**config.mk**
```make
export PLATFORM = sky130hd
export DESIGN_NAME = uart_rx_flat
export DESIGN_NICKNAME = d
export VERILOG_FILES = /design/src/rtl/uart_pkg.sv /design/src/rtl/uart_rx_if.sv /design/src/rtl/uart_sync2.sv /design/src/rtl/uart_rx.sv /design/src/flat_wrapper.sv
export SDC_FILE = /design/constraint.sdc
export NUM_CORES = 1
export LEC_CHECK = 0
export CAP_MARGIN = 20
export CORE_MARGIN = 2
export CORE_UTILIZATION = 24
export CTS_CLUSTER_DIAMETER = 30
export DETAILED_ROUTE_END_ITERATION = 10
export MAX_ROUTING_LAYER = met4
export PLACE_DENSITY = 0.43
export SLEW_MARGIN = 20
export SYNTH_ARGS = -nofsm -noshare
export SYNTH_HDL_FRONTEND = slang
export SYNTH_SLANG_ARGS = --single-unit
```
**constraint.sdc**
```tcl
create_clock -name clk_sis -period 2.2 [get_ports clk_sis]
set_input_delay 0.22 -clock clk_sis [delete_from_list [all_inputs] [get_ports clk_sis]]
set_output_delay 0.22 -clock clk_sis [all_outputs]
set_load 0.05 [all_outputs]
```
**src/rtl/uart_pkg.sv**
```systemverilog
// Shared UART definitions: receiver/transmitter state encoding, data width, default bit period.
package uart_pkg;

  localparam int unsigned UART_DATA_W          = 8;
  localparam int unsigned CLKS_PER_BIT_DEFAULT = 16;

  typedef enum logic [2:0] {
    StIdle,
    StStart,
    StData,
    StParity,
    StStop,
    StBreak
  } uart_state_e;

endpackage

```
**src/rtl/uart_rx_if.sv**
```systemverilog
// Serial line plus received-byte signals of the UART receiver.
// parity_err exists only when UART_RX_PARITY_EN is defined.
interface uart_rx_if;

  logic                               rx2;
  logic [uart_pkg::UART_DATA_W-1:0]   data_out;
  logic                               data_valid;
  logic                               frame_err;
  logic                               busy;
`ifdef UART_RX_PARITY_EN
  logic                               parity_err;
`endif

  // master: the receiver; slave: the byte consumer (and line driver).
  modport master (
    input  rx2,
    output data_out,
    output data_valid,
    output frame_err,
`ifdef UART_RX_PARITY_EN
    output parity_err,
`endif
    output busy
  );

  modport slave (
    output rx2,
    input  data_out,
    input  data_valid,
    input  frame_err,
`ifdef UART_RX_PARITY_EN
    input  parity_err,
`endif
    input  busy
  );

endinterface

```
**src/rtl/uart_sync2.sv**
```systemverilog
// Two-flop synchronizer for the asynchronous serial line; resets to the idle (high) level.
module uart_sync2 (
  input  logic clk_i,
  input  logic rst_ni,
  input  logic d_i,
  output logic q_o
);

  logic meta_q;

  always_ff @(posedge clk_i or negedge rst_ni) begin
    if (!rst_ni) begin
      meta_q <= 1'b1;
      q_o    <= 1'b1;
    end else begin
      meta_q <= d_i;
      q_o    <= meta_q;
    end
  end

endmodule

```
**src/rtl/uart_rx.sv**
```systemverilog
// UART receiver: 8N1 by default, 8E1 with an even-parity check when UART_RX_PARITY_EN is defined.
// Every bit is sampled at mid-bit, timed from the synchronized start edge.
module uart_rx
  import uart_pkg::*;
#(
  parameter int unsigned CLKS_PER_BIT = CLKS_PER_BIT_DEFAULT
) (
  input  logic      clk_sis,
  input  logic      rst,
  uart_rx_if.master bus
);

  localparam int unsigned CntW = $clog2(CLKS_PER_BIT);
  localparam logic [CntW-1:0] CntBitEnd  = CntW'(CLKS_PER_BIT - 1);
  localparam logic [CntW-1:0] CntHalfEnd = CntW'(CLKS_PER_BIT / 2 - 1);

  logic rx_s;

  uart_sync2 u_sync2 (
    .clk_i  (clk_sis),
    .rst_ni (rst),
    .d_i    (bus.rx2),
    .q_o    (rx_s)
  );

  uart_state_e            state_q;
  logic [CntW-1:0]        cnt_q;
  logic [2:0]             bit_cnt_q;
  logic [UART_DATA_W-1:0] shreg_q;
  logic [UART_DATA_W-1:0] data_q;
  logic                   valid_q;
  logic                   ferr_q;
`ifdef UART_RX_PARITY_EN
  logic                   par_q;
  logic                   perr_q;
`endif

  logic bit_end;
  logic par_bad;

  assign bit_end = (cnt_q == CntBitEnd);

`ifdef UART_RX_PARITY_EN
  // Even parity: the parity bit must equal the XOR of the data bits.
  assign par_bad = (par_q != ^shreg_q);
`else
  assign par_bad = 1'b0;
`endif

  always_ff @(posedge clk_sis or negedge rst) begin
    if (!rst) begin
      state_q   <= StIdle;
      cnt_q     <= '0;
      bit_cnt_q <= '0;
      shreg_q   <= '0;
      data_q    <= '0;
      valid_q   <= 1'b0;
      ferr_q    <= 1'b0;
`ifdef UART_RX_PARITY_EN
      par_q     <= 1'b0;
      perr_q    <= 1'b0;
`endif
    end else begin
      valid_q <= 1'b0;
      ferr_q  <= 1'b0;
`ifdef UART_RX_PARITY_EN
      perr_q  <= 1'b0;
`endif
      case (state_q)
        StIdle: begin
          bit_cnt_q <= '0;
          if (!rx_s) begin
            state_q <= StStart;
            cnt_q   <= '0;
          end
        end

        StStart: begin
          if (cnt_q == CntHalfEnd) begin
            cnt_q   <= '0;
            // A line back high at mid-start was a glitch, not a frame.
            state_q <= rx_s ? StIdle : StData;
          end else begin
            cnt_q <= cnt_q + CntW'(1);
          end
        end

        StData: begin
          if (bit_end) begin
            cnt_q              <= '0;
            shreg_q[bit_cnt_q] <= rx_s;
            bit_cnt_q          <= bit_cnt_q + 3'd1;
            if (bit_cnt_q == 3'd7) begin
`ifdef UART_RX_PARITY_EN
              state_q <= StParity;
`else
              state_q <= StStop;
`endif
            end
          end else begin
            cnt_q <= cnt_q + CntW'(1);
          end
        end

`ifdef UART_RX_PARITY_EN
        StParity: begin
          if (bit_end) begin
            cnt_q   <= '0;
            par_q   <= rx_s;
            state_q <= StStop;
          end else begin
            cnt_q <= cnt_q + CntW'(1);
          end
        end
`endif

        StStop: begin
          if (bit_end) begin
            cnt_q <= '0;
            if (!rx_s) begin
              ferr_q  <= 1'b1;
              state_q <= StBreak;
            end else if (par_bad) begin
`ifdef UART_RX_PARITY_EN
              perr_q  <= 1'b1;
`endif
              state_q <= StIdle;
            end else begin
              data_q  <= shreg_q;
              valid_q <= 1'b1;
              state_q <= StIdle;
            end
          end else begin
            cnt_q <= cnt_q + CntW'(1);
          end
        end

        // Held-low line: one frame_err already reported, wait for the line to recover.
        StBreak: begin
          if (rx_s) begin
            state_q <= StIdle;
          end
        end

        default: state_q <= StIdle;
      endcase
    end
  end

  assign bus.data_out   = data_q;
  assign bus.data_valid = valid_q;
  assign bus.frame_err  = ferr_q;
  assign bus.busy       = (state_q != StIdle);
`ifdef UART_RX_PARITY_EN
  assign bus.parity_err = perr_q;
`endif

endmodule

```
**src/flat_wrapper.sv**
```systemverilog
// flat-port wrapper written by rule: the top's interface ports become plain ports
module uart_rx_flat import uart_pkg::*;
#(
  parameter int unsigned CLKS_PER_BIT = CLKS_PER_BIT_DEFAULT
)
  (clk_sis, rst, bus_rx2, bus_data_out, bus_data_valid, bus_frame_err, bus_busy);
  uart_rx_if bus_i ();
  input  logic clk_sis;
  input  logic rst;
  input wire logic [$bits(bus_i.rx2)-1:0] bus_rx2;
  output wire logic [$bits(bus_i.data_out)-1:0] bus_data_out;
  output wire logic [$bits(bus_i.data_valid)-1:0] bus_data_valid;
  output wire logic [$bits(bus_i.frame_err)-1:0] bus_frame_err;
  output wire logic [$bits(bus_i.busy)-1:0] bus_busy;
  assign bus_i.rx2 = bus_rx2;
  assign bus_data_out = bus_i.data_out;
  assign bus_data_valid = bus_i.data_valid;
  assign bus_frame_err = bus_i.frame_err;
  assign bus_busy = bus_i.busy;
  uart_rx #(.CLKS_PER_BIT(CLKS_PER_BIT)) u_core (.clk_sis(clk_sis), .rst(rst), .bus(bus_i));
endmodule
```
==> Word-level counts from Yosys, hierarchy flattened <==
Index checks and enable logic that the tools add are counted.
{ "word_totals": {"inputBits": 3, "out_inout_bits": 11, "ff_bits": 30} }
{ "classes": {"addsub": 2, "n_eq_ne": 13, "magnitude_cmp": 2, "mux": 24, "n_reduce_logical": 11} }
{ "ops": {"columns": ["operator", "count"], "rows": [
  ["3-bit 2-to-1 mux", 8],
  ["3-bit one-hot mux with 5 select lines", 1],
  ["4-bit 2-to-1 mux", 3],
  ["4-bit one-hot mux with 3 select lines", 1],
  ["3-bit equality test, second input constant", 3],
  ["8-bit bitwise mux", 1],
  ["2-bit by 1-bit != test with 1-bit output, second input constant", 4],
  ["1-bit 2-to-1 mux", 7],
  ["3-bit one-hot mux with 2 select lines", 1],
  ["2-bit AND reduction", 3],
  ["6-bit AND reduction", 1],
  ["3-bit nonzero test", 2],
  ["4-bit by 1-bit adder with 4-bit output, second input constant", 1],
  ["4-bit by 3-bit equality test with 1-bit output, second input constant", 1],
  ["4-bit equality test, second input constant", 1],
  ["3-bit by 4-bit less-than comparator with 1-bit output, second input constant", 1],
  ["2-bit != test, second input constant", 2],
  ["3-bit by 1-bit adder with 3-bit output, second input constant", 1],
  ["1-bit demux with 3-bit select", 1],
  ["3-bit by 1-bit equality test with 1-bit output, second input constant", 1],
  ["3-bit by 2-bit equality test with 1-bit output, second input constant", 1],
  ["3-bit by 1-bit >= comparator with 1-bit output, second input constant", 1],
  ["3-bit zero test", 1],
  ["3-bit AND reduction", 1],
  ["4 further kinds", 4]
]} }

==> Longest topological paths before layout <==
{ "depth": {"word_depth": 5, "ltp_mapped": 5, "ltp_nobuf": 5} }

==> Hierarchy <==
From an unflattened synthesis, not the netlist that was laid out.
{ "hier_totals": {"cells_unflattened": 131, "hier_area_um2": 1473.9} }
{ "by_module_without_submodules": {"columns": ["mod", "cells_each", "n_inst", "area_each_um2"], "rows": [
  ["uart_rx", 129, 1, 1421.4],
  ["uart_sync2", 2, 1, 52.6]
]} }

==> Worst setup path after synthesis <==
Ideal clock, no wire load.
{ "synth_path": {"path_type": "register -> register", "from": "register u_core.cnt_q[0]", "to": "register u_core.data_q[0], in the netlist u_core.bus.data_out[0]", "setup_slack_ns": 0.587, "t_arrival_ns": 1.488, "required_time_ns": 2.075, "path_stages_with_launch": 6, "setup_time_ns": 0.125, "path_buffers": 0, "path_cell_list": "dfrtp_1 ha_1 nand3_2 nor3_1 nand2_1 mux2_2"} }
{ "synth_between": {"elab_chain_cells": 2} }
{ "synth_lines": {"columns": ["element", "line", "text"], "rows": [
  ["from (decl)", "uart_rx.sv:27", "logic [CntW-1:0] cnt_q;"],
  ["from (signal assigned)", "uart_rx.sv:84", "cnt_q <= cnt_q + CntW'(1);"],
  ["from (signal assigned)", "uart_rx.sv:101", "cnt_q <= cnt_q + CntW'(1);"],
  ["from (signal assigned)", "uart_rx.sv:134", "cnt_q <= cnt_q + CntW'(1);"],
  ["4-bit equality test", "uart_rx.sv:41", "assign bit_end = (cnt_q == CntBitEnd);"],
  ["3-bit AND reduction (no source line)", null, null],
  ["to (signal assigned)", "uart_rx.sv:129", "data_q <= shreg_q;"],
  ["to (decl)", "uart_rx.sv:30", "logic [UART_DATA_W-1:0] data_q;"]
]} }
No other way between the ends.
A chain may end at the register's enable or synchronous reset.

==> Worst setup path after layout <==
{ "layout_path": {"from": "register u_core.state_q[0]", "to": "register u_core.shreg_q[6]"} }
{ "layout_between": {"elab_chain_cells": 2} }
{ "layout_lines": {"columns": ["element", "line", "text"], "rows": [
  ["from (decl)", "uart_rx.sv:26", "uart_state_e state_q;"],
  ["from (signal assigned)", "uart_rx.sv:52", "state_q <= StIdle;"],
  ["from (signal assigned)", "uart_rx.sv:73", "state_q <= StStart;"],
  ["from (signal assigned)", "uart_rx.sv:82", "state_q <= rx_s ? StIdle : StData;"],
  ["3-bit by 2-bit equality test with 1-bit output", "uart_rx.sv:69", "case (state_q)"],
  ["2-bit AND reduction (no source line)", null, null],
  ["to (signal, indexed assignment)", "uart_rx.sv:91", "shreg_q[bit_cnt_q] <= rx_s;"],
  ["to (decl)", "uart_rx.sv:29", "logic [UART_DATA_W-1:0] shreg_q;"]
]} }
No other way between the ends.

==> summary.md <==
| Metric | Value |
|---|---|
| Crit path capture type | `flip-flop` |
| Area Growth Syn to Fin | `23.5%` |
| Final Core Density | `0.311` |
| Setup slack after placement | `346 ps` |
| CP cell instances | `or3b_1 > nor3_4 > nand3_1 > mux2_1` |
| Total GRT Usage | `0.101` |
| Register area share after synthesis | `0.533` |
| Residual DRC | `0` |
| Achievable Freq | `530 MHz` |
| Main area contributors after synthesis | `dfrtp_1, mux2_2, dfstp_2` |
| Fraction of layout cells with a size suffix above 1 | `0.217` |
| Gr ovfl total | `0` |
| R2R depth | `4` |
| Post-route cell area | `1740 um^2` |
| Status | `finished, final reports clean` |
| EDFF count, synth | `0` |
| Worst Path Buf+Inv | `0` |
| Clk buf depth | `2` |
| Drt pass-1 iters | `6` |
| Top cells by instance count after synthesis | `dfrtp_1, mux2_2, nand2_1, o21ai_0, inv_1` |
| IO Pins | `14` |
| Worst setup margin | `313 ps` |
| Setup_tns | `0 ps` |
| Synth area leader | `dfrtp_1` |
| Core area | `5610 um^2` |
| Nets | `144` |
| # rows | `27` |
| CTS H-Tree Depth | `2` |
| Fin. max-slew vios | `0` |
| Ys flop type | `dfrtp_1` |
| Final WL | `2670 um` |
| Slew HR | `0.664` |
| Non-filler cells, final | `210` |
| Crit Path Max Fanout | `12` |
| # fillers | `590` |
| Clock sinks | `30` |
| DIE WIDTH | `80.7 um` |
| Kind of critical path | `reg2reg` |
| Mapped Nets | `127` |
| Unrepaired setup endpoints after global routing | `no` |
| Die Y | `80.7 um` |
| Crit-path leading delay family | `simple AND/OR/NAND/NOR gates` |
| Leak pwr | `0.773 nW` |
| Number of distinct library cells after synthesis | `36` |
| Post-layout total power | `1.61 mW` |
| Port bufs | `13` |
| Top-count cell post-synth | `dfrtp_1` |
| PostCTS Resize Cnt | `0` |
| Peak VDD IR | `310 uV` |
| Final period util | `0.858` |
| Clock period minus worst slack | `1890 ps` |
| Cts hold-fix bufs | `0` |
| Die area | `6520 um^2` |
| Async SR Flop Fraction | `1.00` |
| Syn_area_per_cell | `11.7 um^2` |
| Initial antenna violation count | `0` |
| Worst EP arrival | `2050 ps` |
| Root buf cell | `clkbuf_8` |
| Detail Placement HPWL | `1780 um` |
| Worst path depth | `4` |
| Max cap viols | `0` |
| First-pass GRT wire length | `4650 um` |
| Hold Path Class | `in2async` |
| Slew @ Worst Pin | `503 ps` |
| Largest net degree at the start of global routing | `31` |
| Vias | `957` |
| CTS buffer count | `5` |
| Placer's final routability congestion estimate | `0.780` |
| ANT nets after route | `0` |
| Initial core utilization | `0.252` |
| Slowest CP cell | `or3b_1` |
| Placed Area | `1630 um^2` |
| Min Hold Slack | `317 ps` |
| Max Clock Skew | `8.39 ps` |
| Clk_lat worst skew | `280 ps` |
| Starting DRT DRC Count | `48` |
| Number of global-route vias before repair | `923` |
| Via/cell ratio | `4.56` |
| FF+latch count, synth | `30` |
| # setup viols final | `0` |
| CTS clk-pin slew, worst paths | `60 ps` |
| Pwr dens | `922 nW/um^2` |
| Number of antenna diodes | `0` |
| Post-Syn Area | `1410 um^2` |
| Synthesis Warnings | `0` |
| Mapped Cells | `121` |
| Critical path's largest stage delay | `580 ps` |
| Drt wl/cell | `12.7 um` |
| Worst path required time | `2360 ps` |
| CTS tree | `built` |
| Final Hold Fails | `0` |
| Setup bufs post-CTS | `0` |
| Top-area cell type share of the netlist area | `0.496` |
| CP Launch Type | `flip-flop` |
| Dpl cells | `203` |
layout by cell type, fill, tap and decap left out, drive strengths merged, types with 2 or more instances in the layout:
cell           synthesis  routed
nand4b                 2       2
inv                    6       6
nand3                  4       4
o21ai                  7       7
nand2b                 2       2
nor3                   3       3
dfstp                  2       2
clkbuf                 3       6
mux2                  16      16
nand4                  2       2
xnor2                  2       2
nor2                   5       5
o21bai                 3       3
nand2                  8       8
clkdlybuf4s50          0      12
ha                     3       3
buf                    3       3
xor2                   2       2
dfrtp                 28      28
a21oi                  5       5
nand3b                 3       3
final cells by class:
class,instances,area (um^2),share of cell area
multi-input combinational,79,611,0.350
timing repair buffer,16,155,0.0890
clock buffer,6,82.6,0.0473
tap,72,90.1,0.0517
inverter,6,22.5,0.0129
sequential,30,753,0.432
clock inverter,1,30.0,0.0172
per-layer routing:
metal,vias up,global-route usage,wire [um]
met5,-,-,0
met4,0,0.0559,51
met3,4,0.0303,106
met2,21,0.149,1290
met1,467,0.122,1220
li1,465,-,-
sequential cells by signal, summed over array words and instances, names as in the netlist:
name / count
u_core.cnt_q: 4
u_core.state_q: 3
u_core.bit_cnt_q: 3
u_core.shreg_q: 8
u_core.u_sync2.meta_q: 1
u_core.bus.data_valid: 1
u_core.bus.frame_err: 1
u_core.u_sync2.q_o: 1
u_core.bus.data_out: 8
path summary, 6_finish.rpt:
check                                                 from                               to  slack [ps]
setup / recovery             u_core.state_q[0]$_DFFE_PN0P_    u_core.shreg_q[6]$_DFFE_PN0P_         310
hold / removal                                         rst      u_core.cnt_q[3]$_DFFE_PN0P_         320
setup reg to reg             u_core.state_q[0]$_DFFE_PN0P_    u_core.shreg_q[6]$_DFFE_PN0P_         310
hold reg to reg            u_core.u_sync2.meta_q$_DFF_PN1_     u_core.u_sync2.q_o$_DFF_PN1_         350
max in group asynchronous                              rst  u_core.u_sync2.meta_q$_DFF_PN1_        1560
min in group clk_sis                               bus_rx2  u_core.u_sync2.meta_q$_DFF_PN1_         350
cell families (layout without fill, tap and decap cells):
family / after synthesis / in the layout / synth area share
compound gates: 22 / 22 / 0.0992
xor+xnor: 4 / 4 / 0.0248
fa+ha+maj: 4 / 4 / 0.0337
buf+inv: 12 / 29 / 0.0345
flops: 30 / 30 / 0.533
mux: 17 / 17 / 0.135
simple gates: 32 / 32 / 0.140
power breakdown:
group / total, mW / internal (mW) / switching, mW
combinational: 0.356 / 0.154 / 0.202
clock: 0.564 / 0.362 / 0.202
sequential: 0.689 / 0.605 / 0.0840
No activity file was read; power rests on OpenSTA's default activity.
